### src/rtl/spi_cmd_sequencer_pkg.sv
// -----------------------------------------------------------------------------
// spi_cmd_pkg
//   Shared constants for the SPI command sequencer:
//     - FSM state encoding (plain localparams so legacy tools can decode them)
//     - err_code values reported to the host
//     - the reserved idle/abort command code
// -----------------------------------------------------------------------------
package spi_cmd_pkg;

    // FSM state encoding
    localparam logic [1:0] ST_IDLE     = 2'd0;
    localparam logic [1:0] ST_ISSUE    = 2'd1;
    localparam logic [1:0] ST_WAIT_ACK = 2'd2;
    localparam logic [1:0] ST_FIN      = 2'd3;

    // err_code values (sticky until the host writes the idle code)
    localparam logic [1:0] ERR_OK   = 2'b00;
    localparam logic [1:0] ERR_ILL  = 2'b01;
    localparam logic [1:0] ERR_EXEC = 2'b10;
    localparam logic [1:0] ERR_TO   = 2'b11;

    // Command code meaning "idle" when written, "abort" while a command runs
    localparam int CMD_IDLE = 0;

endpackage

### src/rtl/spi_cmd_sequencer_cmp.sv
// -----------------------------------------------------------------------------
// sequence_comparator_diff
//   Keeps a copy of the previous command word and flags a new command when the
//   word changes to a non-idle value. Rewriting the same code is therefore not
//   a new command; the host has to go through 0 or a different code.
//
// Ports
//   clk     in   system clock
//   rst_n   in   asynchronous active-low reset (previous word clears to 0)
//   word_i  in   current command word from the SPI shadow register
//   new_o   out  word differs from last cycle and is not the idle code
//   zero_o  out  word equals the idle code
// -----------------------------------------------------------------------------
module sequence_comparator_diff
    import spi_cmd_pkg::*;
#(
    parameter int width = 8
) (
    input  logic             clk,
    input  logic             rst_n,
    input  logic [width-1:0] word_i,
    output logic             new_o,
    output logic             zero_o
);

    logic [width-1:0] prev_q;

    always_ff @(posedge clk or negedge rst_n) begin
        if (!rst_n) begin
            prev_q <= '0;
        end else begin
            prev_q <= word_i;
        end
    end

    assign zero_o = (word_i == width'(CMD_IDLE));
    assign new_o  = (word_i != prev_q) && !zero_o;

endmodule

### src/rtl/spi_cmd_sequencer.sv
// -----------------------------------------------------------------------------
// spi_cmd_sequencer
//   Takes command words written by the SPI slave, validates them and hands
//   legal ones to the command executor over a level req / pulse ack handshake.
//   Supervises the executor with a timeout, aborts when the host writes the
//   idle code mid-command, and buffers one command arriving while busy.
//
// Ports
//   clk        in   system clock
//   rst_n      in   asynchronous active-low reset
//   cmd_word   in   command word from the SPI shadow register
//   cmd_arg    in   argument, sampled together with cmd_word
//   exec_req   out  request level to the executor (registered)
//   exec_cmd   out  latched command, stable while exec_req is high
//   exec_arg   out  latched argument, stable while exec_req is high
//   exec_ack   in   executor completion pulse
//   exec_err   in   executor failure flag, valid with exec_ack
//   busy       out  sequencer not idle
//   done       out  one pulse per finished or rejected command
//   err_code   out  sticky status: ok / illegal / exec error / timeout
//   cmd_abort  out  one pulse telling the executor to drop its command
//   pend_ovf   out  sticky: a buffered command was overwritten
// -----------------------------------------------------------------------------
module spi_cmd_sequencer
    import spi_cmd_pkg::*;
#(
    parameter int CMD_W   = 8,
    parameter int ARG_W   = 16,
    parameter int MAX_CMD = 15,
    parameter int TIMEOUT = 1023,
    parameter int TO_W    = 10
) (
    input  logic             clk,
    input  logic             rst_n,
    input  logic [CMD_W-1:0] cmd_word,
    input  logic [ARG_W-1:0] cmd_arg,
    output logic             exec_req,
    output logic [CMD_W-1:0] exec_cmd,
    output logic [ARG_W-1:0] exec_arg,
    input  logic             exec_ack,
    input  logic             exec_err,
    output logic             busy,
    output logic             done,
    output logic [1:0]       err_code,
    output logic             cmd_abort,
    output logic             pend_ovf
);

    localparam logic [CMD_W-1:0] MAX_CMD_C = CMD_W'(MAX_CMD);
    // Last counter value before timeout: the request is held for exactly
    // TIMEOUT cycles when no ack arrives.
    localparam logic [TO_W-1:0]  TO_LAST   = TO_W'(TIMEOUT - 1);

    function automatic logic is_legal(input logic [CMD_W-1:0] c);
        return (c <= MAX_CMD_C);
    endfunction

    logic             new_cmd;
    logic             zero;

    logic [1:0]       state_q,    state_d;
    logic             req_q,      req_d;
    logic [CMD_W-1:0] cmd_q,      cmd_d;
    logic [ARG_W-1:0] arg_q,      arg_d;
    logic             done_q,     done_d;
    logic [1:0]       err_q,      err_d;
    logic             abort_q,    abort_d;
    logic             ovf_q,      ovf_d;
    logic             pend_vld_q, pend_vld_d;
    logic [CMD_W-1:0] pend_cmd_q, pend_cmd_d;
    logic [ARG_W-1:0] pend_arg_q, pend_arg_d;
    logic [TO_W-1:0]  cnt_q,      cnt_d;

    sequence_comparator_diff #(.width(CMD_W)) u_cmp (
        .clk    (clk),
        .rst_n  (rst_n),
        .word_i (cmd_word),
        .new_o  (new_cmd),
        .zero_o (zero)
    );

    always_comb begin
        state_d    = state_q;
        req_d      = req_q;
        cmd_d      = cmd_q;
        arg_d      = arg_q;
        done_d     = 1'b0;
        err_d      = err_q;
        abort_d    = 1'b0;
        ovf_d      = ovf_q;
        pend_vld_d = pend_vld_q;
        pend_cmd_d = pend_cmd_q;
        pend_arg_d = pend_arg_q;
        cnt_d      = cnt_q;

        case (state_q)
            ST_IDLE: begin
                cnt_d = '0;
                if (new_cmd) begin
                    if (is_legal(cmd_word)) begin
                        cmd_d   = cmd_word;
                        arg_d   = cmd_arg;
                        req_d   = 1'b1;
                        err_d   = ERR_OK;
                        state_d = ST_WAIT_ACK;
                    end else begin
                        // Rejected without ever reaching the executor
                        err_d  = ERR_ILL;
                        done_d = 1'b1;
                    end
                end else if (zero) begin
                    // Host acknowledge of the previous status
                    err_d = ERR_OK;
                    ovf_d = 1'b0;
                end
            end

            ST_WAIT_ACK: begin
                // Priority: ack, then timeout, then host abort
                if (exec_ack) begin
                    req_d   = 1'b0;
                    err_d   = exec_err ? ERR_EXEC : ERR_OK;
                    done_d  = 1'b1;
                    state_d = ST_FIN;
                end else if (cnt_q == TO_LAST) begin
                    req_d   = 1'b0;
                    err_d   = ERR_TO;
                    abort_d = 1'b1;
                    done_d  = 1'b1;
                    state_d = ST_FIN;
                end else if (zero) begin
                    // Host abort: no done, status untouched, buffer discarded
                    req_d      = 1'b0;
                    abort_d    = 1'b1;
                    pend_vld_d = 1'b0;
                    cnt_d      = '0;
                    state_d    = ST_IDLE;
                end else begin
                    cnt_d = cnt_q + 1'b1;
                end
            end

            ST_FIN: begin
                cnt_d   = '0;
                state_d = pend_vld_q ? ST_ISSUE : ST_IDLE;
            end

            ST_ISSUE: begin
                cnt_d      = '0;
                pend_vld_d = 1'b0;
                if (is_legal(pend_cmd_q)) begin
                    cmd_d   = pend_cmd_q;
                    arg_d   = pend_arg_q;
                    req_d   = 1'b1;
                    err_d   = ERR_OK;
                    state_d = ST_WAIT_ACK;
                end else begin
                    err_d   = ERR_ILL;
                    done_d  = 1'b1;
                    state_d = ST_FIN;
                end
            end

            default: begin
                state_d = ST_IDLE;
            end
        endcase

        // One-deep buffer for commands arriving while busy. In ISSUE the slot
        // is being consumed this cycle, so refilling it is not an overwrite.
        if (new_cmd && (state_q != ST_IDLE)) begin
            pend_cmd_d = cmd_word;
            pend_arg_d = cmd_arg;
            pend_vld_d = 1'b1;
            if (pend_vld_q && (state_q != ST_ISSUE)) begin
                ovf_d = 1'b1;
            end
        end
    end

    always_ff @(posedge clk or negedge rst_n) begin
        if (!rst_n) begin
            state_q    <= ST_IDLE;
            req_q      <= 1'b0;
            cmd_q      <= '0;
            arg_q      <= '0;
            done_q     <= 1'b0;
            err_q      <= ERR_OK;
            abort_q    <= 1'b0;
            ovf_q      <= 1'b0;
            pend_vld_q <= 1'b0;
            pend_cmd_q <= '0;
            pend_arg_q <= '0;
            cnt_q      <= '0;
        end else begin
            state_q    <= state_d;
            req_q      <= req_d;
            cmd_q      <= cmd_d;
            arg_q      <= arg_d;
            done_q     <= done_d;
            err_q      <= err_d;
            abort_q    <= abort_d;
            ovf_q      <= ovf_d;
            pend_vld_q <= pend_vld_d;
            pend_cmd_q <= pend_cmd_d;
            pend_arg_q <= pend_arg_d;
            cnt_q      <= cnt_d;
        end
    end

    assign exec_req  = req_q;
    assign exec_cmd  = cmd_q;
    assign exec_arg  = arg_q;
    assign busy      = (state_q != ST_IDLE);
    assign done      = done_q;
    assign err_code  = err_q;
    assign cmd_abort = abort_q;
    assign pend_ovf  = ovf_q;

endmodule

### config.mk
export PLATFORM = sky130hd
export DESIGN_NAME = spi_cmd_sequencer
export DESIGN_NICKNAME = d
export VERILOG_FILES = /design/src/rtl/spi_cmd_sequencer_pkg.sv /design/src/rtl/spi_cmd_sequencer_cmp.sv /design/src/rtl/spi_cmd_sequencer.sv
export SDC_FILE = /design/constraint.sdc
export NUM_CORES = 1
export LEC_CHECK = 0
export BUFFER_PORTS_ARGS = -buffer_cell sky130_fd_sc_hd__buf_2
export CORE_MARGIN = 4
export CORE_UTILIZATION = 60
export DETAILED_ROUTE_END_ITERATION = 6
export PLACE_DENSITY = 0.95
export SLEW_MARGIN = 40
export SYNTH_ARGS = -nofsm -noshare
export SYNTH_HDL_FRONTEND = slang
export SYNTH_SLANG_ARGS = --single-unit
### constraint.sdc
create_clock -name clk -period 3.1 [get_ports clk]
set_input_delay 0.155 -clock clk [delete_from_list [all_inputs] [get_ports clk]]
set_output_delay 0.155 -clock clk [all_outputs]
set_load 0.1 [all_outputs]
# == After elaboration in Yosys (flattened, before gate mapping) ==
# Cells that the tools add are included.
# word_totals
ff_bits,75
in_bits,28
output_inout_bits,31
word_cells,103
# op_classes
n_addsub,1
order_cmp,2
eq_ne,17
n_mux,53
reduce_logical,17
# op_table
operator,count
$mux W16,3
$pmux W16 S2,1
$mux W10,3
$mux W1,27
$mux W8,3
$pmux W10 S2,1
$mux W2,9
$le A8 B4 Y1 const B,2
$pmux W8 S2,1
$add A10 B1 Y10 const B,1
$eq A10 B10 Y1 const B,1
$ne A2 B2 Y1 const B,5
$ne A3 B3 Y1 const B,3
$logic_not A8 Y1,1
$ne A8 B8 Y1,1
$pmux W2 S4,1
$reduce_and A4 Y1,2
$ne A3 B2 Y1 const B,2
$pmux W1 S3,2
$pmux W2 S3,1
$reduce_and A3 Y1,2
$reduce_bool A3 Y1,2
$reduce_and A5 Y1,1
$eq A2 B2 Y1 const B,2
other kinds (10),13

# == Depth between registers and ports, before layout ==
# Gate-level depths: netlist of run 1.
# logic_depth
word_depth,7
ltp_mapped,8
depth_no_buf,7

# == Cells and area by module ==
# A second synthesis of run 1 with hierarchy kept.
# hier_totals
hier_cells,265
hier_area_um2,3478.3
# modules_own_cells
mod,instances,cells_each,area_each_um2,seq_area_each_um2
spi_cmd_sequencer,1,243,3165.5,1676.6
sequence_comparator_diff,1,22,312.8,200.2

# == Worst setup path before layout of run 1 ==
# No wires, ideal clock.
# synth_path
kind,reg2reg
start,register state_q[1]
end,"register arg_q[0], in the netlist exec_arg[0]"
arrival_ps,2461
required_ps,2975
setup_slack_ps,514
path_stages_with_launch,9
period_less_slack_ps,2586
path_cell_list,dfrtp_1 > inv_1 > ha_1 > clkbuf_1 > inv_1 > a2111oi_2 > o21ai_2 > buf_6 > mux2_4
# synth_via
elab_chain_len,3
elab_cells_between_ends,8
cone_classes,eq/ne (4); mux (1); reduce/logical (3)
# synth_rtl
item,line,source
"start, declared",spi_cmd_sequencer.sv:61,"logic [1:0] state_q, state_d;"
"start signal, assigned",spi_cmd_sequencer.sv:196,state_q <= state_d;
$eq A2 B1 Y1 or $logic_not A2 Y1 (tied branches),spi_cmd_sequencer.sv:96,case (state_q)
$ne A2 B2 Y1 (no source line) or $reduce_bool A2 Y1 (tied branches),n/a,
$reduce_and A4 Y1 (no source line),n/a,
"end signal, assigned",spi_cmd_sequencer.sv:199,arg_q <= arg_d;
"end, declared",spi_cmd_sequencer.sv:64,"logic [ARG_W-1:0] arg_q, arg_d;"
# Parallel ways exist; a longest one is shown, timed or not.
# A chain may end at the register's enable or synchronous reset.

# == Final worst setup path of run 1 ==
# layout_path
start,input port cmd_word[1]
end,register state_q[0]
# layout_via
elab_chain_len,5
elab_cells_between_ends,9
cone_classes,order compare (1); eq/ne (4); reduce/logical (4)
# layout_rtl
item,line,source
"start, declared",spi_cmd_sequencer.sv:35,"input logic [CMD_W-1:0] cmd_word,"
"parallel branches: the longest is 4 deep, another holds $le A8 B4 Y1",n/a,
$reduce_and A3 Y1 (no source line) *,n/a,
# Mark *: on every way between the ends.

==> results.md, run 1 <==
- CTS Buffer Depth: 2
- EDFF count, synth: 0
- Sequential power share: 31.2%
- Worst skew pair latency: 350 ps
- 1st-iter DRT viols: 200
- DRC: 0
- Setup ws final: 642 ps
- Reg2reg path depth: 7
- RSZ-0062 raised after global routing: false
- Core area: 5680 µm²
- Synth async-reset ratio: 100%
- Psw: 2.46 mW
- Worst Tran Pin Value: 732 ps
- Critical Path Max Stage Delay: 630 ps
- Sequential area share after synthesis: 52.1%
- CP Cell Sequence: dlygate4sd3_1 -> buf_2 -> or4_1 -> nor2_2 -> nor2_1 -> a21oi_1 -> mux2_2
- Final nets: 389
- CTS resizes: 0
- Internal Dissipation: 2.49 mW
- Detail Placement HPWL: 5.11 mm
- Critical path's top delay family: simple AND/OR/NAND/NOR gates
- Syn Nets: 317
- Routability cong.: 0.865
- Fin Hold WS: 51.3 ps
- Sink Count: 75
- TritonRoute pass-1 iters: 4
- Sw Ratio: 49.8%
- Share of the cycle needed by the critical path after routing: 79.3%
- Power density over cell area: 1160 nW/µm²
- Grt total ovfl: 0
- Ratio of cells with drive above 1 in the final layout: 41.9%
- Root Driver: clkbuf_8
- Post-DRT Antenna Nets: 0
- Sum Neg Setup Slack: 0 ps
- Hold Vio Cnt, Final: 0
- Arr. time, crit path: 2700 ps
- First-pass GRT wire length: 13.3 mm
- Ports: 59
- Clk_skew: 8.63 ps
- Pre-CTS setup slack: 792 ps
- Hold Path Class: in -> reg
- Req. time, crit path: 3340 ps
- Wirelength per Cell: 18.8 µm
- Worst r2r dst: exec_arg[7]
- GRT Total Usage: 23.7%
- Comb power frac: 54.0%
- Worst hold path depth: 2
- CP Max Fanout: 9
- LEAKAGE: 1.94 nW
- Outcome: finished, final reports clean
- Largest net degree at the start of global routing: 76
- Rows: 27
- Pins Over Slew Limit: 0
- Layout fillers: 382
- Vias in the first global route: 2695
- Tmin final: 2460 ps
- Distinct cells, synth: 51
- CP Launch Type: input port
- Initial antenna violation count: 0
- CTS tree: yes
- Antenna cell count: 0
- Hold EP: pend_arg_q[10]
- Post-synthesis register bit count: 75
- Kind of end point of the critical path: flip-flop
- Crit path kind: in -> reg
- Hold_sp: cmd_arg[10]
- # setup viols final: 0
- Detail-routed via count per cell: 6.02
- Max cap viols: 0
- Reg2Reg Setup Slack: 710 ps
- Clock transition at the registers of the reported paths: 80 ps
- Worst reg2reg startpoint: state_q[1]
- CTS buffer count: 9
- Deepest level of the CTS H-tree: 3
- Clock power frac: 14.8%
- Final WL: 8.07 mm
- Postcts setup bufs: 0
- Die W: 85.5 µm
- Top_reg_cell synth: dfrtp_1
- CP Buf/Inv Count: 2
- Cells after Synth: 281
- Area Growth Syn to Fin: 18.0%
- I/O Buffers: 58
- Slew headroom: 50.8%
- Initial core utilization: 63.5%
- Post-Syn Area per Cell: 12.8 µm²
- VDD IR max: 0.923 mV
- Die Area: 7310 µm²
- Die Ht: 85.5 µm
- Fmax: 407 MHz
- Crit-path slowest cell: or4_1
- Vias: 2589
- Yosys warnings: 0
- Post-CTS Hold Buffers: 9
- Synthesized area: 3600 µm²
[power by group through the flow]
stage	sequential, mW	clock (mW)	combinational [mW]
6_report	1.55	0.733	2.67
2_1_floorplan	2.66	0	1.05
3_5_place_dp	1.54	0	2.65
3_3_place_gp	1.52	0	2.58
4_1_cts	1.53	0.749	2.66
5_1_grt	1.58	0.804	2.79
[placed cells by master, fill, tap and decap left out, types with 8 or more instances in the layout]
| cell | Yosys | layout |
|---|---|---|
| dlygate4sd3_1 | 0 | 9 |
| nor2_1 | 8 | 8 |
| inv_1 | 9 | 9 |
| mux2_2 | 49 | 49 |
| o21ai_0 | 14 | 14 |
| xnor2_1 | 8 | 8 |
| mux2_4 | 16 | 16 |
| dfrtp_1 | 75 | 75 |
| nand2_1 | 9 | 9 |
| buf_2 | 2 | 57 |
| clkbuf_8 | 0 | 9 |
| ha_1 | 8 | 8 |
[layer usage]
| layer | up-vias | wire length (µm) | global-route usage [%] |
|---|---|---|---|
| met5 | - | 0 | 0 |
| met4 | 0 | 226 | 9.93 |
| met3 | 24 | 465 | 6.92 |
| met2 | 112 | 4100 | 40.1 |
| met1 | 1280 | 3280 | 28.4 |
| li1 | 1173 | - | - |
[logic make-up after synthesis]
kind of cell | synth area share (%)
flip-flops | 52.1
multiplexers | 22.5
AND/OR/NAND/NOR | 8.92
AO/OA/AOI/OAI | 8.99
buffers and inverters | 2.50
XOR/XNOR | 2.19
adder cells (fa/ha/maj) | 2.78
[sequential cells by signal, summed over array words and instances (netlist names)]
signal and cells:
pend_arg_q 16, cmd_abort 1, done 1, exec_req 1
state_q 2, err_code 2, u_cmp.prev_q 8, pend_vld_q 1
exec_arg 16, pend_ovf 1, exec_cmd 8, pend_cmd_q 8
cnt_q 10
[cell type report]
class                   instances  area, µm²  share of cell area (%)
flip-flops and latches         75       1880                    44.1
multi-input cells             187       1640                    38.6
repair buffers                 71        417                    9.80
clock buffers                   9        124                    2.91
well taps                      72       90.1                    2.12
clock inverters                 7       68.8                    1.62
inverters                       9       33.8                   0.794
[cell usage after synthesis, types with 2 or more instances]
cell	instances	area [µm²]
dfrtp_1	75	1880
mux2_2	49	552
mux2_4	16	240
o21ai_0	14	70.1
inv_1	9	33.8
nand2_1	9	33.8
ha_1	8	100
nor2_1	8	30.0
xnor2_1	8	70.1
a21oi_1	7	35.0
nand3_1	6	30.0
and2_1	5	31.3
clkbuf_1	5	18.8
nand4_1	5	31.3
or3_1	5	31.3
nor3_1	4	20.0
o31ai_1	4	30.0
a21boi_0	3	22.5
nor2b_1	3	18.8
a22o_1	2	17.5
and4_1	2	17.5
buf_2	2	10.0
buf_6	2	22.5
mux2i_1	2	20.0
nor4_1	2	12.5
[how the worst max path moves through the flow]
stage                     start     endpoint  cells past startpoint
floorplan            state_q[1]  exec_arg[0]                      8
global placement     state_q[1]  exec_arg[1]                      7
detailed placement   state_q[1]  exec_arg[0]                      7
CTS                 cmd_word[1]   state_q[0]                      7
global route           cnt_q[0]   state_q[1]                      7
finish              cmd_word[1]   state_q[0]                      7
[through the flow]
stage / std cells / power [mW] / utilization [%] / instance area (µm²)
after floorplan: 281 / 3.70 / - / 3600
after global placement: 405 / 4.10 / 69.9 / 3970
after detailed placement: 405 / 4.18 / 70.0 / 3970
after CTS: 430 / 4.94 / 74.9 / 4250
after global routing: 430 / 5.17 / 74.9 / 4250
final: 430 / 4.95 / 74.9 / 4250
No activity file was read; power rests on OpenSTA's default activity.
==> inputs of run 2 (changes only) <==
Settings changed: ABC_AREA from default to 1, CORE_UTILIZATION 60 to 51, PLACE_DENSITY 0.95 to 0.87.
Clock period 3.1 ns to 2.18 ns, I/O delays scaled along.
==> results.md, run 2 <==
- Clock power frac: 13.8%
- Sequential area share after synthesis: 52.7%
- Kind of end point of the critical path: flip-flop
- Hold Path Class: in -> reg
- Reg2reg path depth: 8
- Tmin final: 2020 ps
- Hold EP: pend_arg_q[11]
- Worst hold path depth: 3
- Cells after Synth: 389
- TritonRoute pass-1 iters: 6
- Pins Over Slew Limit: 0
- Outcome: finished, final reports clean
- CP Launch Type: flip-flop
- Reg2Reg Setup Slack: 160 ps
- Worst skew pair latency: 350 ps
- Cell area after layout: 4340 µm²
- Rows: 30
- Area Growth Syn to Fin: 21.8%
- Wirelength per Cell: 13.4 µm
- Most common cell after layout, fill and taps aside: nand2_1
- Internal Dissipation: 3.09 mW
- Pre-CTS setup slack: 81.7 ps
- Most area-consuming cells after synthesis: dfrtp_1 (53%), nand2_1 (14%), mux2i_1 (4.2%)
- Initial core utilization: 52.5%
- EDFF count, synth: 0
- Root Driver: clkbuf_8
- Setup ws final: 161 ps
- Slew headroom: 55.6%
- Sw Ratio: 54.2%
- CP Buf/Inv Count: 2
- Grt total ovfl: 0
- Final WL: 7.70 mm
- CTS Buffer Depth: 2
- LEAKAGE: 2.17 nW
- CTS buffer count: 9
- Worst Tran Pin Value: 666 ps
- Top post-synthesis cells by count: nand2_1 (130), dfrtp_1 (75), inv_1 (28), o21ai_0 (25), nor2_1 (20)
- Sink Count: 75
- Worst reg2reg startpoint: state_q[0]
- Hold Vio Cnt, Final: 0
- Share of the cycle needed by the critical path after routing: 92.6%
- Ports: 59
- Post-layout util: 63.9%
- Die Area: 8390 µm²
- Crit-path most repeated cell: o21ai_0
- Clk_skew: 11.4 ps
- Die Ht: 91.6 µm
- GRT Total Usage: 18.8%
- Critical Path Max Stage Delay: 470 ps
- Comb power frac: 54.3%
- Fmax: 495 MHz
- CP Cell Sequence: inv_1 -> ha_1 -> o21ai_0 -> nor2_1 -> inv_2 -> nand3_1 -> nand2_1 -> o21ai_0
- Vias: 2894
- Ratio of cells with drive above 1 in the final layout: 22.5%
- Worst r2r dst: state_q[0]
- Initial antenna violation count: 0
- Critical path's top delay family: simple AND/OR/NAND/NOR gates
- Core area: 6790 µm²
- Post-synth top area share: 52.7%
- Die W: 91.6 µm
- CP Max Fanout: 10
- Deepest level of the CTS H-tree: 3
- Dominant cell by count in the synthesized netlist: nand2_1
- CTS tree: yes
- Crit path kind: reg -> reg
- RSZ-0062 raised after global routing: false
- Detail-routed via count per cell: 5.03
- I/O Buffers: 58
- Synth async-reset ratio: 100%
- Clock transition at the registers of the reported paths: 80 ps
- Post-Syn Area per Cell: 9.16 µm²
- Syn Nets: 425
- Post-synthesis register bit count: 75
- Psw: 3.66 mW
- Max cap viols: 0
- Yosys warnings: 0
- Hold_sp: cmd_arg[11]
- VDD IR max: 0.973 mV
- Req. time, crit path: 2440 ps
- Power density over cell area: 1550 nW/µm²
- Most area-hungry cell type in the Yosys netlist: dfrtp_1
- Dpl cell area: 3920 µm²
- Sum Neg Setup Slack: 0 ps
- First-pass GRT wire length: 12.8 mm
- Top_reg_cell synth: dfrtp_1
- Final nets: 510
- Post-DRT Antenna Nets: 0
- Largest net degree at the start of global routing: 76
- Crit-path slowest cell: dfrtp_1
- Arr. time, crit path: 2280 ps
- Commonest non-fill, non-tap cells in the layout: nand2_1 (130), dfrtp_1 (75), buf_2 (57)
- Vias in the first global route: 2796
- Distinct cells, synth: 34
- DRC: 0
- Routability cong.: 0.851
- 1st-iter DRT viols: 332
- Sequential power share: 31.9%
- # setup viols final: 0
- Antenna cell count: 0
- Detail Placement HPWL: 5.08 mm
- Synthesized area: 3560 µm²
[run 2: cell count changes in the layout (fill, tap and decap cells not counted), sizes merged, moves of 4 or more]
cell,delta
mux2,-65
dlygate4sd3,+16
mux2i,+13
o21ai,+28
or3,-5
and2,-6
o22ai,+4
inv,+24
nand3,+6
nor3,-4
nand2,+129
nor2,+12
o31ai,-4
[run 2: logic make-up (layout without fill, tap and decap cells)]
kind of cell    after synthesis  after routing  share of synthesized area (%)
fa+ha+maj                     8              8                           2.81
flops                        75             75                           52.7
compound gates               59             59                           10.6
xor+xnor                     10             10                           2.46
mux                          15             15                           4.21
simple gates                177            177                           21.2
buf+inv                      45            135                           6.07
[run 2: how the worst max path moves through the flow]
stage / start / end / slack (ps) / cells after the start
3_5_place_dp: state_q[0] / state_q[1] / 80 / 7
6_report: state_q[0] / state_q[0] / 160 / 8
5_1_grt: cmd_word[1] / exec_cmd[3] / 20 / 14
3_3_place_gp: state_q[0] / state_q[0] / 110 / 7
4_1_cts: state_q[0] / state_q[0] / 20 / 8
2_1_floorplan: state_q[0] / pend_arg_q[15] / 40 / 7
[run 2: repair_timing]
action	CTS	global route
setup buffers	0	0
setup endpoints to repair	0	25
resized for setup	0	4
endpoints found under the hold margin	99	0
hold buffers	25	0
[run 2: metal layers]
layer | GRT usage, % | share of wire [%] | vias to the layer above
met4 | 7.29 | 2.1 | 0
met3 | 5.05 | 5.8 | 18
li1 | - | - | 1411
met5 | 0 | 0 | -
met2 | 30.2 | 49 | 95
met1 | 24.1 | 43 | 1370
[run 2: power groups by stage]
| stage | clock network [mW] | registers (mW) | logic, mW |
|---|---|---|---|
| finish | 0.928 | 2.15 | 3.66 |
| global route | 1.01 | 2.21 | 3.89 |
| detailed placement | 0 | 2.16 | 3.58 |
| CTS | 0.949 | 2.14 | 3.63 |
| global placement | 0 | 2.15 | 3.49 |
| floorplan | 0 | 3.66 | 1.52 |
[run 2: worst register-to-register path: stages, from the launching register on]
cell and delay (ps):
dfrtp_1 470, inv_1 160, ha_1 290, o21ai_0 220, nor2_1 290, inv_2 160, nand3_1 180, nand2_1 80
o21ai_0 90
[run 2: stage by stage]
step	total power, mW	std cells	hold slack [ps]
floorplan	5.18	389	-187
global placement	5.64	534	254
detailed placement	5.74	534	177
CTS	6.72	575	12.9
global route	7.11	575	8.59
finish	6.74	575	16.6
[run 2: cell type report]
cell class | count | area (µm²)
sequential | 75 | 1880
multi-input combinational | 269 | 1470
timing repair buffer | 87 | 583
fill | 538 | 2450
clock buffer | 11 | 131
inverter | 32 | 120
tap | 96 | 120
clock inverter | 5 | 37.5
